<file path="src/rtl/conv_c1_ctrl_pkg.sv">
// Shared types and default C1 geometry for the C1 convolution sequencer.
package conv_c1_ctrl_pkg;

  typedef enum logic [1:0] {
    ST_IDLE  = 2'd0,
    ST_ISSUE = 2'd1,
    ST_DRAIN = 2'd2,
    ST_DONE  = 2'd3
  } state_t;

  // Default C1 geometry: 32x32 input map, 5x5 kernel.
  localparam int unsigned C1_IMG_W = 32;
  localparam int unsigned C1_IMG_H = 32;
  localparam int unsigned C1_K     = 5;
  localparam int unsigned OW       = C1_IMG_W - C1_K + 1;
  localparam int unsigned OH       = C1_IMG_H - C1_K + 1;
  localparam int unsigned TAPS     = C1_K * C1_K;
  localparam int unsigned NPIX     = OW * OH;

  // Output dimension of a valid convolution.
  function automatic int unsigned out_dim(input int unsigned img, input int unsigned k);
    return img - k + 1;
  endfunction

endpackage

</file>
<file path="src/rtl/conv_c1_ctrl_if.sv">
// Control, buffer-read and result-write signals of the C1 sequencer.
interface conv_c1_ctrl_if #(
  parameter int unsigned AW  = 10,
  parameter int unsigned WAW = 5,
  parameter int unsigned OAW = 10
);
  logic           start;
  logic           abort;
  logic           busy;
  logic           done;
  logic           img_rd_en;
  logic [AW-1:0]  img_rd_addr;
  logic           w_rd_en;
  logic [WAW-1:0] w_rd_addr;
  logic           aa_en;
  logic           aa_first_data;
  logic           aa_last_data;
  logic           conv_q_en;
  logic           out_wr_en;
  logic [OAW-1:0] out_wr_addr;

  // Sequencer side.
  modport master (
    input  start, abort, conv_q_en,
    output busy, done, img_rd_en, img_rd_addr, w_rd_en, w_rd_addr,
           aa_en, aa_first_data, aa_last_data, out_wr_en, out_wr_addr
  );

  // Environment side (control, buffers, datapath).
  modport slave (
    output start, abort, conv_q_en,
    input  busy, done, img_rd_en, img_rd_addr, w_rd_en, w_rd_addr,
           aa_en, aa_first_data, aa_last_data, out_wr_en, out_wr_addr
  );
endinterface

</file>
<file path="src/rtl/conv_c1_ctrl_tap_dly.sv">
// RD_LAT-deep shift register aligning tap framing with buffer read data.
module conv_tap_dly #(
  parameter int unsigned RD_LAT = 1,
  parameter int unsigned W      = 3
) (
  input  logic         clk,
  input  logic         rst_n,
  input  logic         i_clr,
  input  logic [W-1:0] i_tap,
  output logic [W-1:0] o_tap
);

  logic [W-1:0] r_pipe [RD_LAT];

  // Shift framing one stage per cycle; abort flushes every stage.
  always_ff @(posedge clk or negedge rst_n) begin
    if (!rst_n) begin
      for (int unsigned i = 0; i < RD_LAT; i++) r_pipe[i] <= '0;
    end else if (i_clr) begin
      for (int unsigned i = 0; i < RD_LAT; i++) r_pipe[i] <= '0;
    end else begin
      r_pipe[0] <= i_tap;
      for (int unsigned i = 1; i < RD_LAT; i++) r_pipe[i] <= r_pipe[i-1];
    end
  end

  assign o_tap = r_pipe[RD_LAT-1];

endmodule

</file>
<file path="src/rtl/conv_c1_ctrl.sv">
// C1 convolution sequencer: scans every output pixel, issues one kernel tap per
// cycle to the image/weight buffers and counts datapath results into the output buffer.
module conv_c1_ctrl
  import conv_c1_ctrl_pkg::*;
#(
  parameter int unsigned IMG_W  = 32,
  parameter int unsigned IMG_H  = 32,
  parameter int unsigned K      = 5,
  parameter int unsigned RD_LAT = 1,
  parameter int unsigned AW     = 10,
  parameter int unsigned WAW    = 5,
  parameter int unsigned OAW    = 10
) (
  input  logic           clk,
  input  logic           rst_n,
  conv_c1_ctrl_if.master bus
);

  localparam int unsigned MAP_OW   = out_dim(IMG_W, K);
  localparam int unsigned MAP_OH   = out_dim(IMG_H, K);
  localparam int unsigned MAP_NPIX = MAP_OW * MAP_OH;

  localparam logic [AW-1:0]  ROW_STEP = AW'(IMG_W);
  localparam logic [AW-1:0]  K_LAST   = AW'(K - 1);
  localparam logic [AW-1:0]  OX_LAST  = AW'(MAP_OW - 1);
  localparam logic [AW-1:0]  OY_LAST  = AW'(MAP_OH - 1);
  localparam logic [OAW:0]   RES_ALL  = (OAW+1)'(MAP_NPIX);

  state_t         r_state, w_state_nxt;
  logic           w_issue, w_busy, w_done;

  // Scan counters; r_row_base = oy*IMG_W and r_krow = ky*IMG_W kept incrementally.
  logic [AW-1:0]  r_kx, r_ky, r_ox, r_oy, r_krow, r_row_base;
  logic [WAW-1:0] r_wa;
  logic           w_kx_end, w_ky_end, w_ox_end, w_oy_end, w_tap_last, w_last_issue;
  logic [AW-1:0]  w_img_addr;

  logic [OAW:0]   r_res_cnt, w_res_nxt;
  logic           w_wr;

  logic [2:0]     w_tap_in, w_tap_out;

  assign w_kx_end     = (r_kx == K_LAST);
  assign w_ky_end     = (r_ky == K_LAST);
  assign w_ox_end     = (r_ox == OX_LAST);
  assign w_oy_end     = (r_oy == OY_LAST);
  assign w_tap_last   = w_kx_end & w_ky_end;
  assign w_last_issue = w_tap_last & w_ox_end & w_oy_end;
  assign w_img_addr   = r_row_base + r_krow + r_ox + r_kx;

  assign w_wr      = bus.conv_q_en & w_busy;
  assign w_res_nxt = r_res_cnt + {{OAW{1'b0}}, w_wr};

  // State register.
  always_ff @(posedge clk or negedge rst_n) begin
    if (!rst_n) r_state <= ST_IDLE;
    else        r_state <= w_state_nxt;
  end

  // Next-state and status decode; abort overrides every transition.
  always_comb begin
    w_state_nxt = r_state;
    w_issue     = 1'b0;
    w_busy      = 1'b0;
    w_done      = 1'b0;
    case (r_state)
      ST_IDLE: begin
        if (bus.start) w_state_nxt = ST_ISSUE;
      end
      ST_ISSUE: begin
        w_issue = 1'b1;
        w_busy  = 1'b1;
        if (w_last_issue) w_state_nxt = ST_DRAIN;
      end
      ST_DRAIN: begin
        w_busy = 1'b1;
        if (w_res_nxt >= RES_ALL) w_state_nxt = ST_DONE;
      end
      ST_DONE: begin
        w_done      = 1'b1;
        w_state_nxt = ST_IDLE;
      end
      default: w_state_nxt = ST_IDLE;
    endcase
    if (bus.abort) w_state_nxt = ST_IDLE;
  end

  // Tap scan, kx innermost then ky, ox, oy; every counter returns to 0 on wrap,
  // so all of them sit at 0 outside ISSUE.
  always_ff @(posedge clk or negedge rst_n) begin
    if (!rst_n) begin
      r_kx <= '0; r_ky <= '0; r_ox <= '0; r_oy <= '0;
      r_krow <= '0; r_row_base <= '0; r_wa <= '0;
    end else if (bus.abort) begin
      r_kx <= '0; r_ky <= '0; r_ox <= '0; r_oy <= '0;
      r_krow <= '0; r_row_base <= '0; r_wa <= '0;
    end else if (w_issue) begin
      if (!w_kx_end) begin
        r_kx <= r_kx + 1'b1;
        r_wa <= r_wa + 1'b1;
      end else begin
        r_kx <= '0;
        if (!w_ky_end) begin
          r_ky   <= r_ky + 1'b1;
          r_krow <= r_krow + ROW_STEP;
          r_wa   <= r_wa + 1'b1;
        end else begin
          r_ky   <= '0;
          r_krow <= '0;
          r_wa   <= '0;
          if (!w_ox_end) begin
            r_ox <= r_ox + 1'b1;
          end else begin
            r_ox <= '0;
            if (!w_oy_end) begin
              r_oy       <= r_oy + 1'b1;
              r_row_base <= r_row_base + ROW_STEP;
            end else begin
              r_oy       <= '0;
              r_row_base <= '0;
            end
          end
        end
      end
    end
  end

  // Result counter; cleared while DONE so the next map writes from address 0.
  always_ff @(posedge clk or negedge rst_n) begin
    if (!rst_n)                               r_res_cnt <= '0;
    else if (bus.abort || r_state == ST_DONE) r_res_cnt <= '0;
    else if (w_wr)                            r_res_cnt <= w_res_nxt;
  end

  assign w_tap_in = {w_issue,
                     w_issue & (r_kx == '0) & (r_ky == '0),
                     w_issue & w_tap_last};

  conv_tap_dly #(
    .RD_LAT (RD_LAT),
    .W      (3)
  ) u_tap_dly (
    .clk   (clk),
    .rst_n (rst_n),
    .i_clr (bus.abort),
    .i_tap (w_tap_in),
    .o_tap (w_tap_out)
  );

  assign bus.busy          = w_busy;
  assign bus.done          = w_done;
  assign bus.img_rd_en     = w_issue;
  assign bus.img_rd_addr   = w_issue ? w_img_addr : '0;
  assign bus.w_rd_en       = w_issue;
  assign bus.w_rd_addr     = w_issue ? r_wa : '0;
  assign bus.aa_en         = w_tap_out[2];
  assign bus.aa_first_data = w_tap_out[2] & w_tap_out[1];
  assign bus.aa_last_data  = w_tap_out[2] & w_tap_out[0];
  assign bus.out_wr_en     = w_wr;
  assign bus.out_wr_addr   = r_res_cnt[OAW-1:0];

endmodule

</file>
<file path="src/flat_wrapper.sv">
// flat-port wrapper written by rule: the top's interface ports become plain ports
module conv_c1_ctrl_flat import conv_c1_ctrl_pkg::*;
#(
  parameter int unsigned IMG_W  = 32,
  parameter int unsigned IMG_H  = 32,
  parameter int unsigned K      = 5,
  parameter int unsigned RD_LAT = 1,
  parameter int unsigned AW     = 10,
  parameter int unsigned WAW    = 5,
  parameter int unsigned OAW    = 10
)
  (clk, rst_n, bus_start, bus_abort, bus_conv_q_en, bus_busy, bus_done, bus_img_rd_en, bus_img_rd_addr, bus_w_rd_en, bus_w_rd_addr, bus_aa_en, bus_aa_first_data, bus_aa_last_data, bus_out_wr_en, bus_out_wr_addr);
  conv_c1_ctrl_if #(.AW(AW), .WAW(WAW), .OAW(OAW)) bus_i ();
  input  logic clk;
  input  logic rst_n;
  input wire logic [$bits(bus_i.start)-1:0] bus_start;
  input wire logic [$bits(bus_i.abort)-1:0] bus_abort;
  input wire logic [$bits(bus_i.conv_q_en)-1:0] bus_conv_q_en;
  output wire logic [$bits(bus_i.busy)-1:0] bus_busy;
  output wire logic [$bits(bus_i.done)-1:0] bus_done;
  output wire logic [$bits(bus_i.img_rd_en)-1:0] bus_img_rd_en;
  output wire logic [$bits(bus_i.img_rd_addr)-1:0] bus_img_rd_addr;
  output wire logic [$bits(bus_i.w_rd_en)-1:0] bus_w_rd_en;
  output wire logic [$bits(bus_i.w_rd_addr)-1:0] bus_w_rd_addr;
  output wire logic [$bits(bus_i.aa_en)-1:0] bus_aa_en;
  output wire logic [$bits(bus_i.aa_first_data)-1:0] bus_aa_first_data;
  output wire logic [$bits(bus_i.aa_last_data)-1:0] bus_aa_last_data;
  output wire logic [$bits(bus_i.out_wr_en)-1:0] bus_out_wr_en;
  output wire logic [$bits(bus_i.out_wr_addr)-1:0] bus_out_wr_addr;
  assign bus_i.start = bus_start;
  assign bus_i.abort = bus_abort;
  assign bus_i.conv_q_en = bus_conv_q_en;
  assign bus_busy = bus_i.busy;
  assign bus_done = bus_i.done;
  assign bus_img_rd_en = bus_i.img_rd_en;
  assign bus_img_rd_addr = bus_i.img_rd_addr;
  assign bus_w_rd_en = bus_i.w_rd_en;
  assign bus_w_rd_addr = bus_i.w_rd_addr;
  assign bus_aa_en = bus_i.aa_en;
  assign bus_aa_first_data = bus_i.aa_first_data;
  assign bus_aa_last_data = bus_i.aa_last_data;
  assign bus_out_wr_en = bus_i.out_wr_en;
  assign bus_out_wr_addr = bus_i.out_wr_addr;
  conv_c1_ctrl #(.IMG_W(IMG_W), .IMG_H(IMG_H), .K(K), .RD_LAT(RD_LAT), .AW(AW), .WAW(WAW), .OAW(OAW)) u_core (.clk(clk), .rst_n(rst_n), .bus(bus_i));
endmodule
</file>
<file path="config.mk">
export PLATFORM = sky130hd
export DESIGN_NAME = conv_c1_ctrl_flat
export DESIGN_NICKNAME = d
export VERILOG_FILES = /design/src/rtl/conv_c1_ctrl_pkg.sv /design/src/rtl/conv_c1_ctrl_if.sv /design/src/rtl/conv_c1_ctrl_tap_dly.sv /design/src/rtl/conv_c1_ctrl.sv /design/src/flat_wrapper.sv
export SDC_FILE = /design/constraint.sdc
export NUM_CORES = 1
export LEC_CHECK = 0
export BUFFER_PORTS_ARGS = -buffer_cell sky130_fd_sc_hd__buf_2
export CORE_MARGIN = 3
export CORE_UTILIZATION = 55
export CTS_CLUSTER_SIZE = 30
export DETAILED_ROUTE_END_ITERATION = 7
export PLACE_DENSITY = 0.85
export SYNTH_ARGS = -nofsm -noshare
export SYNTH_HDL_FRONTEND = slang
export SYNTH_HIERARCHICAL = 1
export SYNTH_SLANG_ARGS = --single-unit
</file>
<file path="constraint.sdc">
create_clock -name clk -period 3 [get_ports clk]
set_input_delay 0.15 -clock clk [delete_from_list [all_inputs] [get_ports clk]]
set_output_delay 0.15 -clock clk [all_outputs]
set_load 0.1 [all_outputs]
</file>
==> results.cfg <==
[clock_tree]
cts_sinks = 71
cts.hold.buffers_added = 0
clock_latency_ns = 0.34
cts_tree = yes
htreeDepth = 3
cts_root_buf = clkbuf_8
cts.clk_slew.worst_paths_ns = 0.08
cts_max_path_buffers = 2
numCtsBuffers = 9

[synthesis]
syn_area_sq_um = 4700
synth_most_common_cell = dfrtp_1
ys_seq_elements = 71
synth_common_cells = dfrtp_1 (71), nor2_1 (49), nand2_1 (41)
synth-edff-count = 0
yosysSeqAreaShare_pct = 37.8
syn_nets = 559
ys_warn_count = 6
yosys.area.top_type = dfrtp_1
synthCells = 512
synth_flop_cell = dfrtp_1
yosys-top-cells-area = dfrtp_1 (38%), ha_1 (8.8%), nor2_1 (3.9%)
synth_cell_types = 57
synthArstFlopShare_pct = 100
synth.avg_cell_area_sq_um = 9.18
netlist.area_leader.share_pct = 37.8

[setup_path]
cp.required_ns = 2.85
slowest_delay_ns = 0.51
worstPathArrival_ns = 3.11
critPathBufInv = 3
startpoint_type = flop
cp-end-kind = output port
critPathSlowestCell = fa_1
crit_type = flop to output port
crit_chain = inv_2 > fa_1 > fa_1 > inv_2 > ha_4 > nand2_4 > a21oi_4 > a211oi_4 > or3_4 > a21oi_4 > buf_12
cp_top_family = adder cells
r2r_setup_slack_ns = 0.29
path_max_fanout = 3

[global_routing]
busiest_layer = met2
antenna_found_initial = 0
grt_pass1_wl_mm = 19.5
grt_usage_pct = 24.7
grtUsageMet2_pct = 42.4
use_met1_pct = 29.6
grt_pass1_vias = 4193
grt_remaining_overflow = 0
grt_max_degree = 72
grt_use_met3_pct = 5.31

[timing]
setup_slack_ns = -0.264
finalSetupTns_ns = -0.804
rsz0062_at_grt = true
hold_slack_ns = -0.00470
finClkSkew_ns = 0.0131
maxSlewViolCount = 0
fin_crit_sh_pct = 109
setup_viol = 4
hold_viol = 3
max_freq_ghz = 0.306
worst_pin_slew_ns = 0.909
slew_headroom_pct = 39.4
period_needed_ns = 3.26

[floorplanning]
die_h_um = 98.4
dieArea_sq_um = 9690
io_pins = 38
fp-row-count = 33
dieWidth_um = 98.4
core_sq_um = 8260
start_util_pct = 56.9

[detailed_routing]
drc = 0
drt-total-wl_mm = 11.6
routedWlPerCell_um = 16.8
firstDrtPassIters = 5
drtAntennaViolNets = 0
viasPerCell = 5.89
drt_iter0_drc = 263
vias = 4056

[pwr]
irDropWorstVdd_uv = 382
power.density_nw_per_um2 = 565
power_leakage_nw = 2.69

[layout]
layout.nets = 626
syn2layout_area_growth_pct = 23.7
num_antenna_cells = 0
drive_gt1_share_pct = 26.9
final_util_pct = 70.4

[place]
dpl.hpwl_mm = 7.84
place_ws_ns = 0.0327
portBuffers = 37
gp_congestion = 0.887

[run_status]
violations = hold timing, setup timing
status = finished with violations

[flow_run]
drv_cap = 0

[worst_hold_path]
hold_path.class = input pin to async pin
## logic make-up after synthesis
kind of cell               count (synthesis)  synth area share (%)
AOI/OAI and AO/OA                         86                  11.7
xor gates and xnor gates                  41                  7.64
adders and majority gates                 42                  12.6
buffers and inverters                     63                  6.02
DFF                                       71                  37.8
muxes                                      3                 0.639
other                                      1                0.0798
and+or+nand+nor                          205                  23.5
## stage by stage
stage | std cells | power [mW] | cell area (sq um)
6_report | 689 | 3.29 | 5820
5_1_grt | 689 | 3.46 | 5820
4_1_cts | 685 | 3.26 | 5740
3_5_place_dp | 653 | 2.34 | 5330
3_3_place_gp | 653 | 2.29 | 5330
2_1_floorplan | 512 | 2.10 | 4900
## registers in the layout (all words and copies together) (netlist names)
| signal | cells |
|---|---|
| u_core/r_state | 2 |
| u_core/r_wa | 5 |
| u_core/r_res_cnt | 11 |
| u_core/r_kx | 10 |
| u_core/u_tap_dly/o_tap | 3 |
| u_core/r_krow | 5 |
| u_core/r_ox | 10 |
| u_core/r_ky | 10 |
| u_core/r_row_base | 5 |
| u_core/r_oy | 10 |
## cells in the final DEF, fill, tap and decap left out, drive strengths merged, types with 2 or more instances in the layout
| cell type | instances |
|---|---|
| o41ai | 2 |
| nor2 | 49 |
| dfrtp | 71 |
| a21oi | 21 |
| nand2 | 41 |
| ha | 33 |
| nor4 | 9 |
| nand2b | 5 |
| fa | 9 |
| o21ai | 39 |
| inv | 37 |
| mux2i | 3 |
| o31ai | 5 |
| and2 | 10 |
| or2 | 2 |
| nor3 | 12 |
| xnor2 | 20 |
| nand4 | 19 |
| a21o | 3 |
| nor3b | 4 |
| or3 | 10 |
| nor4b | 3 |
| clkinvlp | 3 |
| bufinv | 2 |
| clkinv | 2 |
| nand3 | 21 |
| a211oi | 4 |
| buf | 81 |
| a22o | 3 |
| nor2b | 5 |
| clkbuf | 10 |
| xor2 | 21 |
| and3 | 12 |
## final timing paths
kind / depth (start not counted) / to / startpoint
min reg2reg: 2 / u_core/r_oy[1]$_DFFE_PN0P_ / u_core/r_oy[1]$_DFFE_PN0P_
max reg2reg: 12 / u_core/r_state[1]$_DFFE_PN0P_ / u_core/r_state[0]$_DFFE_PN0P_
min: 2 / u_core/r_wa[4]$_DFFE_PN0P_ / rst_n
max in group asynchronous: 2 / u_core/r_ox[6]$_DFFE_PN0P_ / rst_n
min in group clk: 2 / u_core/r_wa[0]$_DFFE_PN0P_ / bus_abort
max: 11 / bus_img_rd_addr[9] / u_core/r_ox[6]$_DFFE_PN0P_
## worst reg2reg max path: stages (launching register included)
cell,delay (ns)
dfrtp_1,0.42
inv_2,0.08
ha_4,0.28
nand2_2,0.07
clkinvlp_4,0.12
ha_4,0.15
ha_4,0.15
nand4_1,0.13
or4_1,0.46
and3_4,0.18
o311a_1,0.11
a211oi_2,0.23
mux2i_1,0.24
## cell type report
| class | instances | area, sq um |
|---|---|---|
| multi-input combinational | 378 | 2930 |
| fill | 569 | 2440 |
| sequential | 71 | 1780 |
| timing repair buffer | 81 | 602 |
| inverter | 38 | 146 |
| clock buffer | 10 | 138 |
| tap | 105 | 131 |
| clock inverter | 6 | 92.6 |
## repair_timing
| item | in CTS | in global routing |
|---|---|---|
| endpoints found under the setup margin | 3 | 5 |
| gates resized for setup | 17 | 9 |
| pin swaps | 10 | 5 |
| buffers inserted | 16 | 5 |
| gates cloned | 0 | 0 |
## where the power goes
group          internal (mW)  leakage, nW  switching (mW)
Sequential              1.01        0.979          0.0662
Clock                  0.495        0.109           0.380
Combinational          0.387         1.60           0.946
## per-layer routing
metal,vias up,wire (um),share of wire [%]
met3,34,512,4.4
met4,0,316,2.7
met5,-,0,0
li1,1906,-,-
met1,1990,4740,41
met2,126,6010,52
Power figures use the tool's default switching activity.
